--- config.mk ---
export PLATFORM = sky130hd
export DESIGN_NAME = bp_update_scheduler
export DESIGN_NICKNAME = d
export VERILOG_FILES = /design/src/rtl/bp_sched_pkg.sv /design/src/rtl/bp_update_fifo.sv /design/src/rtl/bp_update_scheduler.sv
export SDC_FILE = /design/constraint.sdc
export NUM_CORES = 1
export LEC_CHECK = 0
export ABC_AREA = 0
export BUFFER_PORTS_ARGS = -buffer_cell sky130_fd_sc_hd__clkbuf_2
export CORE_MARGIN = 1.5
export CORE_UTILIZATION = 60
export CTS_BUF_LIST = sky130_fd_sc_hd__clkbuf_2
export DETAILED_ROUTE_END_ITERATION = 8
export PLACE_DENSITY = 0.89
export RECOVER_POWER = 25
export SYNTH_ARGS = -nofsm -noshare
export SYNTH_HDL_FRONTEND = slang
export SYNTH_SLANG_ARGS = --single-unit
--- constraint.sdc ---
create_clock -name clk -period 2.7 [get_ports clk]
set_input_delay 0.135 -clock clk [delete_from_list [all_inputs] [get_ports clk]]
set_output_delay 0.135 -clock clk [all_outputs]
set_load 0.1 [all_outputs]
--- src/rtl/bp_sched_pkg.sv ---
// rtl/bp_sched_pkg.sv - shared types and constants for the branch-predictor update scheduler
package bp_sched_pkg;

    localparam int INDEX_W_DEFAULT = 10;

    localparam int MASK_BST  = 0;
    localparam int MASK_PERC = 1;
    localparam int MASK_BF   = 2;

    typedef enum logic [1:0] {
        IDLE = 2'd0,
        RD   = 2'd1,
        WR   = 2'd2
    } sched_state_e;

    typedef struct packed {
        logic [INDEX_W_DEFAULT-1:0] index;
        logic                       taken;
        logic [2:0]                 mask;
    } upd_entry_t;

endpackage

--- src/rtl/bp_update_fifo.sv ---
// rtl/bp_update_fifo.sv - synchronous FIFO holding resolved-branch update entries
module bp_update_fifo
    import bp_sched_pkg::*;
#(
    parameter int  DEPTH = 4,
    parameter type T     = upd_entry_t
) (
    input  logic                   clk,
    input  logic                   rst,
    input  logic                   push,
    input  logic                   pop,
    input  T                       din,
    output T                       head,
    output logic                   full,
    output logic                   empty,
    output logic [$clog2(DEPTH):0] count
);

    localparam int AW = $clog2(DEPTH);

    T               mem [DEPTH];
    logic [AW-1:0]  wr_ptr;
    logic [AW-1:0]  rd_ptr;
    logic [AW:0]    cnt;
    logic           do_push;
    logic           do_pop;

    assign full    = (cnt == (AW+1)'(DEPTH));
    assign empty   = (cnt == '0);
    assign do_push = push && !full;
    assign do_pop  = pop && !empty;
    assign head    = mem[rd_ptr];
    assign count   = cnt;

    always_ff @(posedge clk) begin
        if (do_push) begin
            mem[wr_ptr] <= din;
        end
    end

    // Pointers wrap naturally because DEPTH is a power of two.
    always_ff @(posedge clk) begin
        if (rst) begin
            wr_ptr <= '0;
            rd_ptr <= '0;
            cnt    <= '0;
        end else begin
            if (do_push) begin
                wr_ptr <= wr_ptr + 1'b1;
            end
            if (do_pop) begin
                rd_ptr <= rd_ptr + 1'b1;
            end
            case ({do_push, do_pop})
                2'b10:   cnt <= cnt + 1'b1;
                2'b01:   cnt <= cnt - 1'b1;
                default: cnt <= cnt;
            endcase
        end
    end

endmodule

--- src/rtl/bp_update_scheduler.sv ---
// rtl/bp_update_scheduler.sv - arbitrates the predictor table port between fetch lookups and RMW training updates
module bp_update_scheduler
    import bp_sched_pkg::*;
#(
    parameter int INDEX_W    = INDEX_W_DEFAULT,
    parameter int DEPTH      = 4,
    parameter int STARVE_MAX = 8
) (
    input  logic                   clk,
    input  logic                   rst,
    input  logic                   stall,
    input  logic                   upd_valid,
    output logic                   upd_ready,
    input  logic [INDEX_W-1:0]     upd_index,
    input  logic                   upd_taken,
    input  logic [2:0]             upd_mask,
    input  logic                   lookup_req,
    output logic                   lookup_gnt,
    output logic                   tbl_rd_en,
    output logic                   tbl_wr_en,
    output logic [INDEX_W-1:0]     tbl_index,
    output logic                   tbl_wr_taken,
    output logic [2:0]             tbl_wr_mask,
    output logic [$clog2(DEPTH):0] q_count,
    output logic                   busy
);

    localparam int SW = $clog2(STARVE_MAX + 1);

    typedef struct packed {
        logic [INDEX_W-1:0] index;
        logic               taken;
        logic [2:0]         mask;
    } entry_t;

    sched_state_e          state;
    logic [SW-1:0]         starve_cnt;
    entry_t                din;
    entry_t                head;
    logic                  full;
    logic                  empty;
    logic                  push;
    logic                  pop;
    logic [$clog2(DEPTH):0] count;
    logic                  issue;
    logic                  starved;
    logic                  rd_q;
    logic                  wr_q;
    logic [INDEX_W-1:0]    index_q;
    logic                  taken_q;
    logic [2:0]            mask_q;

    assign din     = '{index: upd_index, taken: upd_taken, mask: upd_mask};
    assign push    = upd_valid && upd_ready;
    assign pop     = (state == WR);
    assign starved = (starve_cnt == SW'(STARVE_MAX));
    assign issue   = (state == IDLE) && !empty && !stall && (!lookup_req || full || starved);

    bp_update_fifo #(
        .DEPTH (DEPTH),
        .T     (entry_t)
    ) u_fifo (
        .clk   (clk),
        .rst   (rst),
        .push  (push),
        .pop   (pop),
        .din   (din),
        .head  (head),
        .full  (full),
        .empty (empty),
        .count (count)
    );

    // Head is stable from issue until the WR pop, so it is latched into the table outputs.
    always_ff @(posedge clk) begin
        if (rst) begin
            state      <= IDLE;
            starve_cnt <= '0;
            rd_q       <= 1'b0;
            wr_q       <= 1'b0;
            index_q    <= '0;
            taken_q    <= 1'b0;
            mask_q     <= '0;
        end else begin
            case (state)
                IDLE: begin
                    if (issue) begin
                        state      <= RD;
                        rd_q       <= 1'b1;
                        index_q    <= head.index;
                        starve_cnt <= '0;
                    end else if (empty) begin
                        starve_cnt <= '0;
                    end else if (!stall && !starved) begin
                        starve_cnt <= starve_cnt + 1'b1;
                    end
                end
                RD: begin
                    state             <= WR;
                    rd_q              <= 1'b0;
                    wr_q              <= 1'b1;
                    taken_q           <= head.taken;
                    mask_q[MASK_BST]  <= head.mask[MASK_BST];
                    mask_q[MASK_PERC] <= head.mask[MASK_PERC];
                    mask_q[MASK_BF]   <= head.mask[MASK_BF];
                end
                default: begin
                    state   <= IDLE;
                    wr_q    <= 1'b0;
                    index_q <= '0;
                    taken_q <= 1'b0;
                    mask_q  <= '0;
                end
            endcase
        end
    end

    // Everything is forced low while rst is high, even before the first reset edge lands.
    assign upd_ready    = !rst && !full;
    assign lookup_gnt   = !rst && (state == IDLE) && lookup_req && !issue;
    assign tbl_rd_en    = !rst && rd_q;
    assign tbl_wr_en    = !rst && wr_q;
    assign tbl_index    = rst ? '0 : index_q;
    assign tbl_wr_taken = !rst && taken_q;
    assign tbl_wr_mask  = rst ? '0 : mask_q;
    assign q_count      = rst ? '0 : count;
    assign busy         = !rst && (state != IDLE);

endmodule

==> summary.md, run 1 <==
| Metric | Value |
|---|---|
| Adder and majority gate portion of the synthesized area | 3.03% |
| Area Growth Syn to Fin | 15.9% |
| Initial DRC count | around 130 |
| Largest family of logic cells by synthesized area | multiplexers |
| Number of remaining DRC errors | 0 |
| Boundary pin count | 41 |
| Power Dens Cells | between 500 and 600 nW/um2 |
| Synth top area share | between 40% and 50% |
| Die Ht | 79.9 um |
| Instance count of the mapped netlist | about 250 |
| Number of routed nets with antenna violations | 0 |
| Clock transition time at the flip-flop clock pins of the worst setup and hold paths | roughly 240 ps |
| Sum of net half-perimeters after detailed placement | 4390 um |
| Required time of the worst setup path | 2570 ps |
| Number of vias after detailed routing | ~2.1k |
| Worst Hold Path EP | u_fifo.wr_ptr[1] |
| Number of setup violations in the final report | 0 |
| Clock tree skew after final layout | 32.5 ps |
| Count of state elements after synthesis | between 80 and 90 |
| Number of antenna violations at the first check in global routing | 0 |
| Maximum number of pins on one net before global-route repair | 48 |
| Final total negative setup slack | 0 ps |
| Number of hold-slack violations in the final timing report | 0 |
| Mapped Avg Cell Area | 14.2 um2 |
| Clock network power share | between 20% and 30% |
| Sum of overflow across all layers after global routing | 0 |
| Maximum achievable frequency | 407 MHz |
| Number of buffers created by CTS | 9 |
| All-layer global routing usage | 22.9% |
| Met2 track utilization from global routing | 36.1% |
| Met1 routing resource usage after global routing | ~29% |
| Count of filler cells inserted in the layout | between 300 and 400 |
| Post-layout minimum cycle time | around 2500 ps |
| CTS Buffer Depth | 2 |
| Final layout net count | between 300 and 400 |
| Worst R2R Start | u_fifo.count[0] |
| Area fraction in compound gates after synthesis | under 10% |
| Area fraction in and, or, nand and nor cells after synthesis | under 10% |
| Origin of the worst min-delay path | upd_valid |
| Setup repair after global routing missed its margin | no |
| Maximum level of the CTS H-tree | 3 |
| Depth of the worst register-to-register path | 8 |
| Slew at the pin closest to its max-slew limit | approximately 750 ps |
| Most common library cells after synthesis | 56 x edfxtp_1, 31 x dfxtp_1, 28 x inv_1, 23 x nor2_1, 14 x mux4_2 |
| Type of element capturing the critical path | primary output |
| Number of buffers inserted to repair setup after CTS | 0 |
| Fin util | roughly three quarters |
| Dominant cell type by area after synthesis | edfxtp_1 |
| Synth Warn # | 0 |
| Clk sink count | 87 |
| Most numerous cell in the Yosys netlist | edfxtp_1 |
| Clock insertion delay at the later pin of the skew report | approximately 520 ps |
| Synth area leaders | edfxtp_1 47%, dfxtp_1 17%, mux4_2 8.9% |
| Via density | 5.51 |
| Net load switching power | approximately 0.63 mW |
| Sort of element at the start of the critical path | register |
| Part of the Yosys area used for sequential elements | between 60% and 70% |
| CP Class | register to primary output |
| Number of global-route vias before repair | about 2.1k |
| Maximum fanout along the worst path | 8 |
| Post-synth net total | 276 |
| Mapped cell area | roughly 3500 um2 |
| Worst setup slack after placement | 468 ps |
| Die Area | approximately 6400 um2 |
| # port buffers | 40 |
| Relative max-transition margin | around 50% |
| Root Buffer | clkbuf_2 |
| GP Congestion | between 0.8 and 0.9 |
| First-pass GRT wire length | approximately 10000 um |
| Initial core utilization | between 60% and 70% |
| Reg2reg end | u_fifo.count[2] |
| Hold Path Cell Cnt | 4 |
| Number of enable flip-flop cells after synthesis | 56 |
| Pint | roughly 1.8 mW |
| Switch share | 26.4% |
| Hold Slack | between 70 and 80 ps |
| Number of max-slew violations in the final report | 0 |
| Count of distinct cell types in the synthesized netlist | 44 |
| Worst ir drop on vdd | about 0.38 mV |
| Worst setup slack after layout | 245 ps |
| Core Region | 5610 um2 |
| Proportion of synthesized flip-flops having asynchronous set or reset | 0% |
| Proportion of layout cells with a drive suffix above 1 | between 20% and 30% |
| Tcrit/Tclk final | approximately 91% |
| CTS tree | done |
| Static Leakage | 1.50 nW |
| Arrival time worst endpoint | 2320 ps |
| Pre-Repair DR Iteration Count | 4 |
| Path type of the worst min-delay path | input port to register |
| Run status | complete, no violations |
| Detailed Route WL | between 6000 and 7000 um |
| Flop pwr share | 61.8% |
| Max-cap check violation count | 0 |
| Horiz. Die Dim | ~80 um |
| Post-synth top flop | edfxtp_1 |
| GR Layer Usage met3 | around 5.7% |
| Worst R2R Setup Slack | around 410 ps |
| Detail-routed net length per standard cell | roughly 17 um |
| Synth Area in XOR/XNOR | under 10% |
| Part of the total power dissipated in combinational logic | between 10% and 20% |
| Multiplexer fraction of the synthesized cell area | a little over a tenth |
| Diodes inserted | 0 |
| Peak-usage layer in the global routing report | met2 |
| Number of standard-cell rows in the floorplan | 27 |
==> sequential cells by signal, summed over array words and instances, names as in the netlist, named ones only <==
signal / cells
state: 2
rd_q: 1
u_fifo.wr_ptr: 2
wr_q: 1
mask_q: 3
u_fifo.count: 3
starve_cnt: 4
u_fifo.rd_ptr: 2
u_fifo.mem: 56
index_q: 10
taken_q: 1
==> layout make-up <==
type,count,area (um2),area share (%)
Clock buffer,9,45.0,1.10
Clock inverter,7,72.6,1.77
Inverter,29,109,2.65
Multi-Input combinational cell,121,1080,26.4
Sequential cell,87,2300,56.0
Tap cell,72,90.1,2.19
Timing Repair Buffer,64,409,9.95
==> critical path: stages, from the launching register on <==
cell	delay (ps)
dfxtp_1	460
inv_1	70
ha_1	210
a31oi_2	420
o311a_1	220
buf_2	420
==> stage by stage <==
step	total power [mW]	instance area, um2	cells
3_5_place_dp	1.75	3830	355
4_1_cts	2.41	4130	389
2_1_floorplan	1.68	3550	249
6_report	2.39	4110	389
3_3_place_gp	1.74	3830	355
5_1_grt	2.49	4110	389
==> what timing repair did <==
item                                    in CTS  in global routing
endpoints found under the setup margin       0                  1
resized for setup                            0                  1
hold buffers                                18                  0
hold endpoints to repair                    61                  0
==> worst max-delay path by stage <==
stage                        startpoint         endpoint
after CTS                 starve_cnt[0]       lookup_gnt
after global placement         state[1]  u_fifo.count[2]
after detailed placement       state[1]  u_fifo.count[2]
final                     starve_cnt[0]       lookup_gnt
after global routing      starve_cnt[0]       lookup_gnt
after floorplan                     rst        upd_ready
==> power groups by stage <==
stage          Combinational, mW  Clock (mW)  Sequential [mW]
2_1_floorplan              0.186           0             1.50
3_3_place_gp               0.237           0             1.50
3_5_place_dp               0.245           0             1.51
4_1_cts                    0.267       0.665             1.48
5_1_grt                    0.283       0.726             1.48
6_report                   0.264       0.647             1.48
==> routing by layer <==
metal	routed length [um]	vias to the layer above	part of all wire, %
met5	0	-	0
met1	2800	1014	43
li1	-	1028	-
met3	354	15	5.4
met4	178	0	2.7
met2	3180	85	49
==> placed cells by master, fill, tap and decap left out, drive strengths merged <==
| master | count |
|---|---|
| xnor2 | 3 |
| and2 | 6 |
| a211oi | 1 |
| bufinv | 1 |
| dlygate4sd3 | 18 |
| nand2b | 3 |
| nor3 | 7 |
| o311a | 1 |
| buf | 7 |
| ha | 7 |
| a22o | 1 |
| a21o | 2 |
| nand3 | 4 |
| mux2i | 3 |
| clkbuf | 48 |
| xor2 | 2 |
| fa | 1 |
| nand3b | 1 |
| nor2b | 8 |
| o21ai | 3 |
| o31ai | 1 |
| edfxtp | 56 |
| o32ai | 8 |
| nor4b | 1 |
| o41ai | 1 |
| nor2 | 23 |
| clkinvlp | 1 |
| inv | 29 |
| nor3b | 1 |
| nor4 | 2 |
| clkinv | 5 |
| nand2 | 3 |
| or3 | 2 |
| mux2 | 2 |
| or2 | 1 |
| a21oi | 3 |
| a22oi | 2 |
| a31oi | 4 |
| dfxtp | 31 |
| mux4 | 14 |
==> logic make-up after synthesis <==
kind of cell	Yosys count
buffers and inverters	41
AND/OR/NAND/NOR	62
flip-flops	87
XOR/XNOR	5
multiplexers	19
adder cells (fa/ha/maj)	8
AO/OA/AOI/OAI	27
No activity file was read; power rests on OpenSTA's default activity.
==> run 2, diff against run 1 <==
--- a/config.mk
+++ b/config.mk
@@ -7,7 +7,8 @@
 export LEC_CHECK = 0
 export ABC_AREA = 0
 export BUFFER_PORTS_ARGS = -buffer_cell sky130_fd_sc_hd__clkbuf_2
-export CORE_MARGIN = 1.5
+export CORE_ASPECT_RATIO = 1.1
+export CORE_MARGIN = 4
 export CORE_UTILIZATION = 60
 export CTS_BUF_LIST = sky130_fd_sc_hd__clkbuf_2
 export DETAILED_ROUTE_END_ITERATION = 8
==> run 2 against run 1 <==
Net effect: clock power is 12% higher; clock skew shrank 17 ps; sequential power barely moved; critical path depth unchanged; register-to-register slack got worse by 50 ps; setup slack got worse by 4.0 ps; critical path type unchanged; critical endpoint unchanged; highest routed layer unchanged.
==> summary.md, run 2 (synthesis gave the netlist of run 1 again) <==
| Metric | Value |
|---|---|
| Run status | complete, no violations |
| Clock insertion delay at the later pin of the skew report | ~510 ps |
| Maximum number of pins on one net before global-route repair | 48 |
| Power Dens Cells | 594 nW/um2 |
| Worst setup slack after layout | around 240 ps |
| Diodes inserted | 0 |
| Number of routed nets with antenna violations | 0 |
| GP Congestion | between 0.7 and 0.8 |
| Count of filler cells inserted in the layout | a little under 400 |
| Via density | ~5.5 |
| Final total negative setup slack | 0 ps |
| Final layout net count | 339 |
| Post-cts repair resize count | 0 |
| Largest registers | u_fifo.mem: 56 flops, index_q: 10 flops, starve_cnt: 4 flops |
| Proportion of layout cells with a drive suffix above 1 | a little under a quarter |
| Worst setup slack after placement | about 430 ps |
| Multi-input combinational cell area | 1080 um2 |
| Initial DRC count | 176 |
| Worst ir drop on vdd | about 0.41 mV |
| Number of setup violations in the final report | 0 |
| Clock transition time at the flip-flop clock pins of the worst setup and hold paths | 210 ps |
| Sum of overflow across all layers after global routing | 0 |
| Type of element capturing the critical path | primary output |
| Register area | between 2000 and 2500 um2 |
| All-layer global routing usage | between 20% and 30% |
| Net load switching power | roughly 0.61 mW |
| Number of antenna violations at the first check in global routing | 0 |
| Setup repair after global routing missed its margin | no |
| Relative max-transition margin | 55.2% |
| Detailed Route WL | a little over 6000 um |
| Number of max-slew violations in the final report | 0 |
| Maximum level of the CTS H-tree | 3 |
| Area Growth Syn to Fin | 16.5% |
| Part of the total power dissipated in combinational logic | a little over a tenth |
| Arrival time worst endpoint | roughly 2300 ps |
| Root Buffer | clkbuf_2 |
| Register with the most flip-flops | u_fifo.mem |
| Core Region | 5770 um2 |
| Sum of net half-perimeters after detailed placement | around 4300 um |
| Switch share | roughly a quarter |
| Most common cell after layout, fill and taps aside | edfxtp_1 |
| Initial core utilization | between 60% and 70% |
| Number of standard-cell rows in the floorplan | 29 |
| Post-layout power | 2.45 mW |
| Hold Slack | between 50 and 60 ps |
| Pre-Repair DR Iteration Count | 5 |
| Sort of element at the start of the critical path | register |
| First-pass GRT wire length | 10400 um |
| Clk sink count | 87 |
| Largest register FFs | 56 |
| Path type of the worst min-delay path | input port to register |
| CTS Hold Buffers Added | 15 |
| Flop pwr share | ~60% |
| Clock network power share | between 20% and 30% |
| Boundary pin count | around 40 |
| # port buffers | 40 |
| Slew at the pin closest to its max-slew limit | between 600 and 700 ps |
| Pint | ~1.8 mW |
| Number of buffers inserted to repair setup after CTS | 0 |
| Number of hold-slack violations in the final timing report | 0 |
| Number of buffers created by CTS | 9 |
| Leading cell types in the layout, fill and taps excluded | 56 x edfxtp_1, 38 x clkbuf_2, 31 x dfxtp_1, 28 x inv_1, 23 x nor2_1 |
| Clock tree skew after final layout | around 16 ps |
| Tcrit/Tclk final | between 90% and 100% |
| Die Area | just over 7000 um2 |
| Die Ht | ~89 um |
| Number of remaining DRC errors | 0 |
| Required time of the worst setup path | approximately 2600 ps |
| Horiz. Die Dim | approximately 81 um |
| Number of vias after detailed routing | between 2k and 2.5k |
| CTS tree | done |
| CP Class | register to primary output |
| Post-layout minimum cycle time | 2460 ps |
| Number of global-route vias before repair | about 2.1k |
| Detail-routed net length per standard cell | roughly 16 um |
| Max-cap check violation count | 0 |
| Maximum achievable frequency | between 400 and 500 MHz |
| CTS Buffer Depth | 2 |
| Maximum fanout along the worst path | 8 |
| Static Leakage | ~1.5 nW |
| Fin util | roughly 72% |
==> run 2: final timing paths <==
check	startpoint	end	slack, ps	cells past startpoint
max	starve_cnt[0]	lookup_gnt	240	5
min	rst	u_fifo.wr_ptr[1]	60	5
max reg2reg	state[1]	u_fifo.count[2]	360	8
min reg2reg	index_q[0]	index_q[0]	500	2
==> run 2: power by group through the flow <==
stage / logic, mW / clock network (mW) / registers, mW
4_1_cts: 0.261 / 0.738 / 1.48
5_1_grt: 0.281 / 0.813 / 1.48
6_report: 0.258 / 0.722 / 1.48
2_1_floorplan: 0.186 / 0 / 1.50
3_5_place_dp: 0.243 / 0 / 1.50
3_3_place_gp: 0.237 / 0 / 1.50
==> run 2: stage by stage <==
step                      cells  instance area (um2)
after floorplan             249                 3550
after global placement      362                 3850
after detailed placement    362                 3850
after CTS                   393                 4140
after global routing        394                 4130
final                       394                 4130
==> run 2: per-layer routing <==
layer / vias up / routed length, um / track usage (%)
met5: - / 0 / 0
met4: 0 / 170 / 10.3
met3: 13 / 420 / 5.30
met2: 77 / 3000 / 31.2
met1: 1031 / 2630 / 26.1
li1: 1029 / - / -
==> run 2: critical path, stage by stage (launching register included) <==
cell,delay (ps)
dfxtp_1,460
inv_1,60
ha_1,200
a31oi_2,430
o311a_1,200
clkbuf_2,450
==> run 2: final cells by class <==
class	instances	share of cell area, %
clock buffer	10	1.21
clock inverter	6	2.06
inverter	29	2.63
multi-input combinational	121	26.2
sequential	87	55.7
tap	77	2.33
timing repair buffer	64	9.81
==> run 3, diff against run 2 <==
--- a/config.mk
+++ b/config.mk
@@ -9,11 +9,12 @@
 export BUFFER_PORTS_ARGS = -buffer_cell sky130_fd_sc_hd__clkbuf_2
 export CORE_ASPECT_RATIO = 1.1
 export CORE_MARGIN = 4
-export CORE_UTILIZATION = 60
+export CORE_UTILIZATION = 65
 export CTS_BUF_LIST = sky130_fd_sc_hd__clkbuf_2
 export DETAILED_ROUTE_END_ITERATION = 8
-export PLACE_DENSITY = 0.89
+export PLACE_DENSITY = 0.94
 export RECOVER_POWER = 25
 export SYNTH_ARGS = -nofsm -noshare
 export SYNTH_HDL_FRONTEND = slang
+export SYNTH_HIERARCHICAL = 1
 export SYNTH_SLANG_ARGS = --single-unit
==> constraint.sdc (replaced) <==
create_clock -name clk -period 3.09 [get_ports clk]
set_input_delay 0.1545 -clock clk [delete_from_list [all_inputs] [get_ports clk]]
set_output_delay 0.1545 -clock clk [all_outputs]
set_load 0.1 [all_outputs]
==> run 3 against run 2 <==
Net effect: core utilization rose by 3.6 points; global-route usage up 1.5 points; sequential share of layout area increased by 1.4 points; setup slack gained 150 ps; flip-flop and latch count unchanged; combinational power shrank 37%; cell count down 7.1%; hold slack lost 48 ps; critical endpoint is now u_fifo/count[2]; largest cell class unchanged; largest power group unchanged.
==> summary.md, run 3 <==
| Metric | Value |
|---|---|
| Sort of element at the start of the critical path | register |
| Hold Slack | ~8.7 ps |
| Most numerous cell in the Yosys netlist | edfxtp_1 |
| Worst setup slack after layout | between 300 and 400 ps |
| Multi-input combinational cell area | approximately 1100 um2 |
| # port buffers | 40 |
| CTS tree | done |
| Maximum number of pins on one net before global-route repair | 36 |
| Die Ht | ~86 um |
| Area fraction in compound gates after synthesis | around 8% |
| Detail-routed net length per standard cell | 18.1 um |
| Type of element capturing the critical path | register |
| CTS Buffer Depth | 2 |
| Top delay family on crit path | simple AND/OR/NAND/NOR gates |
| Number of remaining DRC errors | 0 |
| Proportion of synthesized flip-flops having asynchronous set or reset | 0% |
| Synth Warn # | 6 |
| Core Region | about 5400 um2 |
| Maximum fanout along the worst path | 6 |
| Sum of overflow across all layers after global routing | 0 |
| Multiplexer fraction of the synthesized cell area | roughly a tenth |
| Pre-Repair DR Iteration Count | 4 |
| Power Dens Cells | roughly 500 nW/um2 |
| Worst setup slack after placement | about 460 ps |
| Post-synth top flop | edfxtp_1 |
| Required time of the worst setup path | approximately 3600 ps |
| Proportion of layout cells with a drive suffix above 1 | between 20% and 30% |
| Register area | around 2300 um2 |
| Adder and majority gate portion of the synthesized area | 3.02% |
| Mapped Avg Cell Area | 15.6 um2 |
| Arrival time worst endpoint | about 3200 ps |
| Maximum achievable frequency | about 370 MHz |
| Number of buffers created by CTS | 9 |
| Number of hold-slack violations in the final timing report | 0 |
| Clk sink count | 87 |
| Boundary pin count | 41 |
| Post-synth net total | ~260 |
| Number of enable flip-flop cells after synthesis | 56 |
| Series of cell instances along the critical path | nor3b_2, nor2_2, and2_1, inv_1, nor2_1, inv_1, ha_1, inv_1, fa_1, xor2_1, or3_1, a21oi_1 |
| Clock transition time at the flip-flop clock pins of the worst setup and hold paths | between 200 and 250 ps |
| Number of standard-cell rows in the floorplan | 28 |
| Dominant cell type by area after synthesis | edfxtp_1 |
| Area Growth Syn to Fin | 13.1% |
| Horiz. Die Dim | approximately 80 um |
| Most common cell after layout, fill and taps aside | edfxtp_1 |
| Post-layout power | about 2 mW |
| Count of state elements after synthesis | 87 |
| Initial DRC count | approximately 120 |
| Clock insertion delay at the later pin of the skew report | 530 ps |
| Synth top area share | a little under half |
| Path type of the worst min-delay path | input port to register |
| Setup repair after global routing missed its margin | no |
| Tcrit/Tclk final | between 80% and 90% |
| Clock tree skew after final layout | 30.6 ps |
| Largest register FFs | 56 |
| Max-cap check violation count | 0 |
| GP Congestion | between 0.7 and 0.8 |
| Most common library cells after synthesis | 56 x edfxtp_1, 31 x dfxtp_1, 14 x a22o_1, 13 x nor2_1, 12 x inv_1 |
| Count of distinct cell types in the synthesized netlist | 50 |
| Slew at the pin closest to its max-slew limit | roughly 800 ps |
| Relative max-transition margin | between 40% and 50% |
| Detailed Route WL | approximately 6600 um |
| Maximum level of the CTS H-tree | 3 |
| All-layer global routing usage | ~22% |
| Count of filler cells inserted in the layout | between 300 and 400 |
| Slowest stage cell on the critical path | dfxtp_1 |
| Number of global-route vias before repair | 2124 |
| Static Leakage | 1.45 nW |
| Via density | 5.70 |
| Number of vias after detailed routing | 2087 |
| Initial core utilization | between 60% and 70% |
| Instance count of the mapped netlist | ~230 |
| Worst ir drop on vdd | slightly below 0.5 mV |
| Bufs and invs on worst path | 3 |
| Synth area leaders | edfxtp_1 47%, dfxtp_1 17%, mux4_2 6.3% |
| First-pass GRT wire length | 10700 um |
| Final layout net count | 313 |
| Number of routed nets with antenna violations | 0 |
| Number of setup violations in the final report | 0 |
| Number of max-slew violations in the final report | 0 |
| Sum of net half-perimeters after detailed placement | ~4200 um |
| Synth Area in XOR/XNOR | less than 1% |
| Area fraction in and, or, nand and nor cells after synthesis | between 10% and 20% |
| Die Area | roughly 6700 um2 |
| Largest family of logic cells by synthesized area | simple AND/OR/NAND/NOR gates |
| Cell mode on critical path | inv_1 |
| Run status | complete, no violations |
| Number of antenna violations at the first check in global routing | 0 |
| Post-layout minimum cycle time | ~2700 ps |
| Leading cell types in the layout, fill and taps excluded | 56 x edfxtp_1, 39 x clkbuf_2, 31 x dfxtp_1, 14 x a22o_1, 14 x dlygate4sd3_1 |
| Mapped cell area | 3560 um2 |
| Largest stage delay on the critical path | about 470 ps |
| Diodes inserted | 0 |
| CP Class | register to register |
| Root Buffer | clkbuf_2 |
| Largest registers | u_fifo/mem: 56 flops, index_q: 10 flops, starve_cnt: 4 flops |
| Part of the Yosys area used for sequential elements | 64.6% |
| Register with the most flip-flops | u_fifo/mem |
| Final total negative setup slack | 0 ps |
## run 3: repair_timing
item | CTS | global route
setup buffers | 0 | 0
resized for setup | 0 | 0
setup endpoints to repair | 0 | 0
hold buffers | 14 | 0
hold endpoints to repair | 56 | 0
## run 3: final timing paths
| path | startpoint | end | slack, ps | depth (start not counted) |
|---|---|---|---|---|
| max | u_fifo/count[2] | u_fifo/count[2] | 390 | 12 |
| max reg2reg | u_fifo/count[2] | u_fifo/count[2] | 390 | 12 |
| min | lookup_req | starve_cnt[1] | 9 | 5 |
| min reg2reg | starve_cnt[1] | starve_cnt[1] | 510 | 2 |
## run 3: logic make-up (layout without fill, tap and decap cells)
logic type	after synthesis	after routing
and+or+nand+nor	57	57
buffers and inverters	23	86
AOI/OAI and AO/OA	35	35
xor gates and xnor gates	3	3
muxes	15	15
adders and majority gates	8	8
DFF	87	87
## run 3: stage by stage
stage / cells / utilization, % / cell area, um2
after detailed placement: 336 / 70.7 / 3790
after CTS: 366 / 75.5 / 4050
after global placement: 336 / 70.7 / 3790
final: 366 / 75.2 / 4030
after floorplan: 228 / - / 3560
after global routing: 366 / 75.2 / 4030
## run 3: per-layer routing
layer  track usage [%]  wire, um  vias to the layer above
met5                 0         0                        -
met4              10.5       173                        0
met3              3.36       308                       14
met2              37.2      3420                       65
met1              26.5      2700                     1030
li1                  -         -                      978
## run 3: worst reg2reg max path, cell delays in order (launching register included)
cell	delay [ps]
dfxtp_1	470
nor3b_2	430
nor2_2	100
and2_1	170
inv_1	70
nor2_1	100
inv_1	100
ha_1	180
inv_1	60
fa_1	370
xor2_1	160
or3_1	320
a21oi_1	150
## run 3: layout make-up
type	count	share of cell area [%]
clock buffers	11	1.37
clock inverters	5	1.49
inverters	14	1.30
multi-input cells	118	27.9
flip-flops and latches	87	57.1
well taps	75	2.33
repair buffers	56	8.44
## run 3: power by group
group	internal (mW)	switching (mW)	total, mW
sequential	1.26	0.0118	1.27
clock	0.195	0.374	0.569
combinational	0.0548	0.107	0.162
total	1.51	0.493	2.00
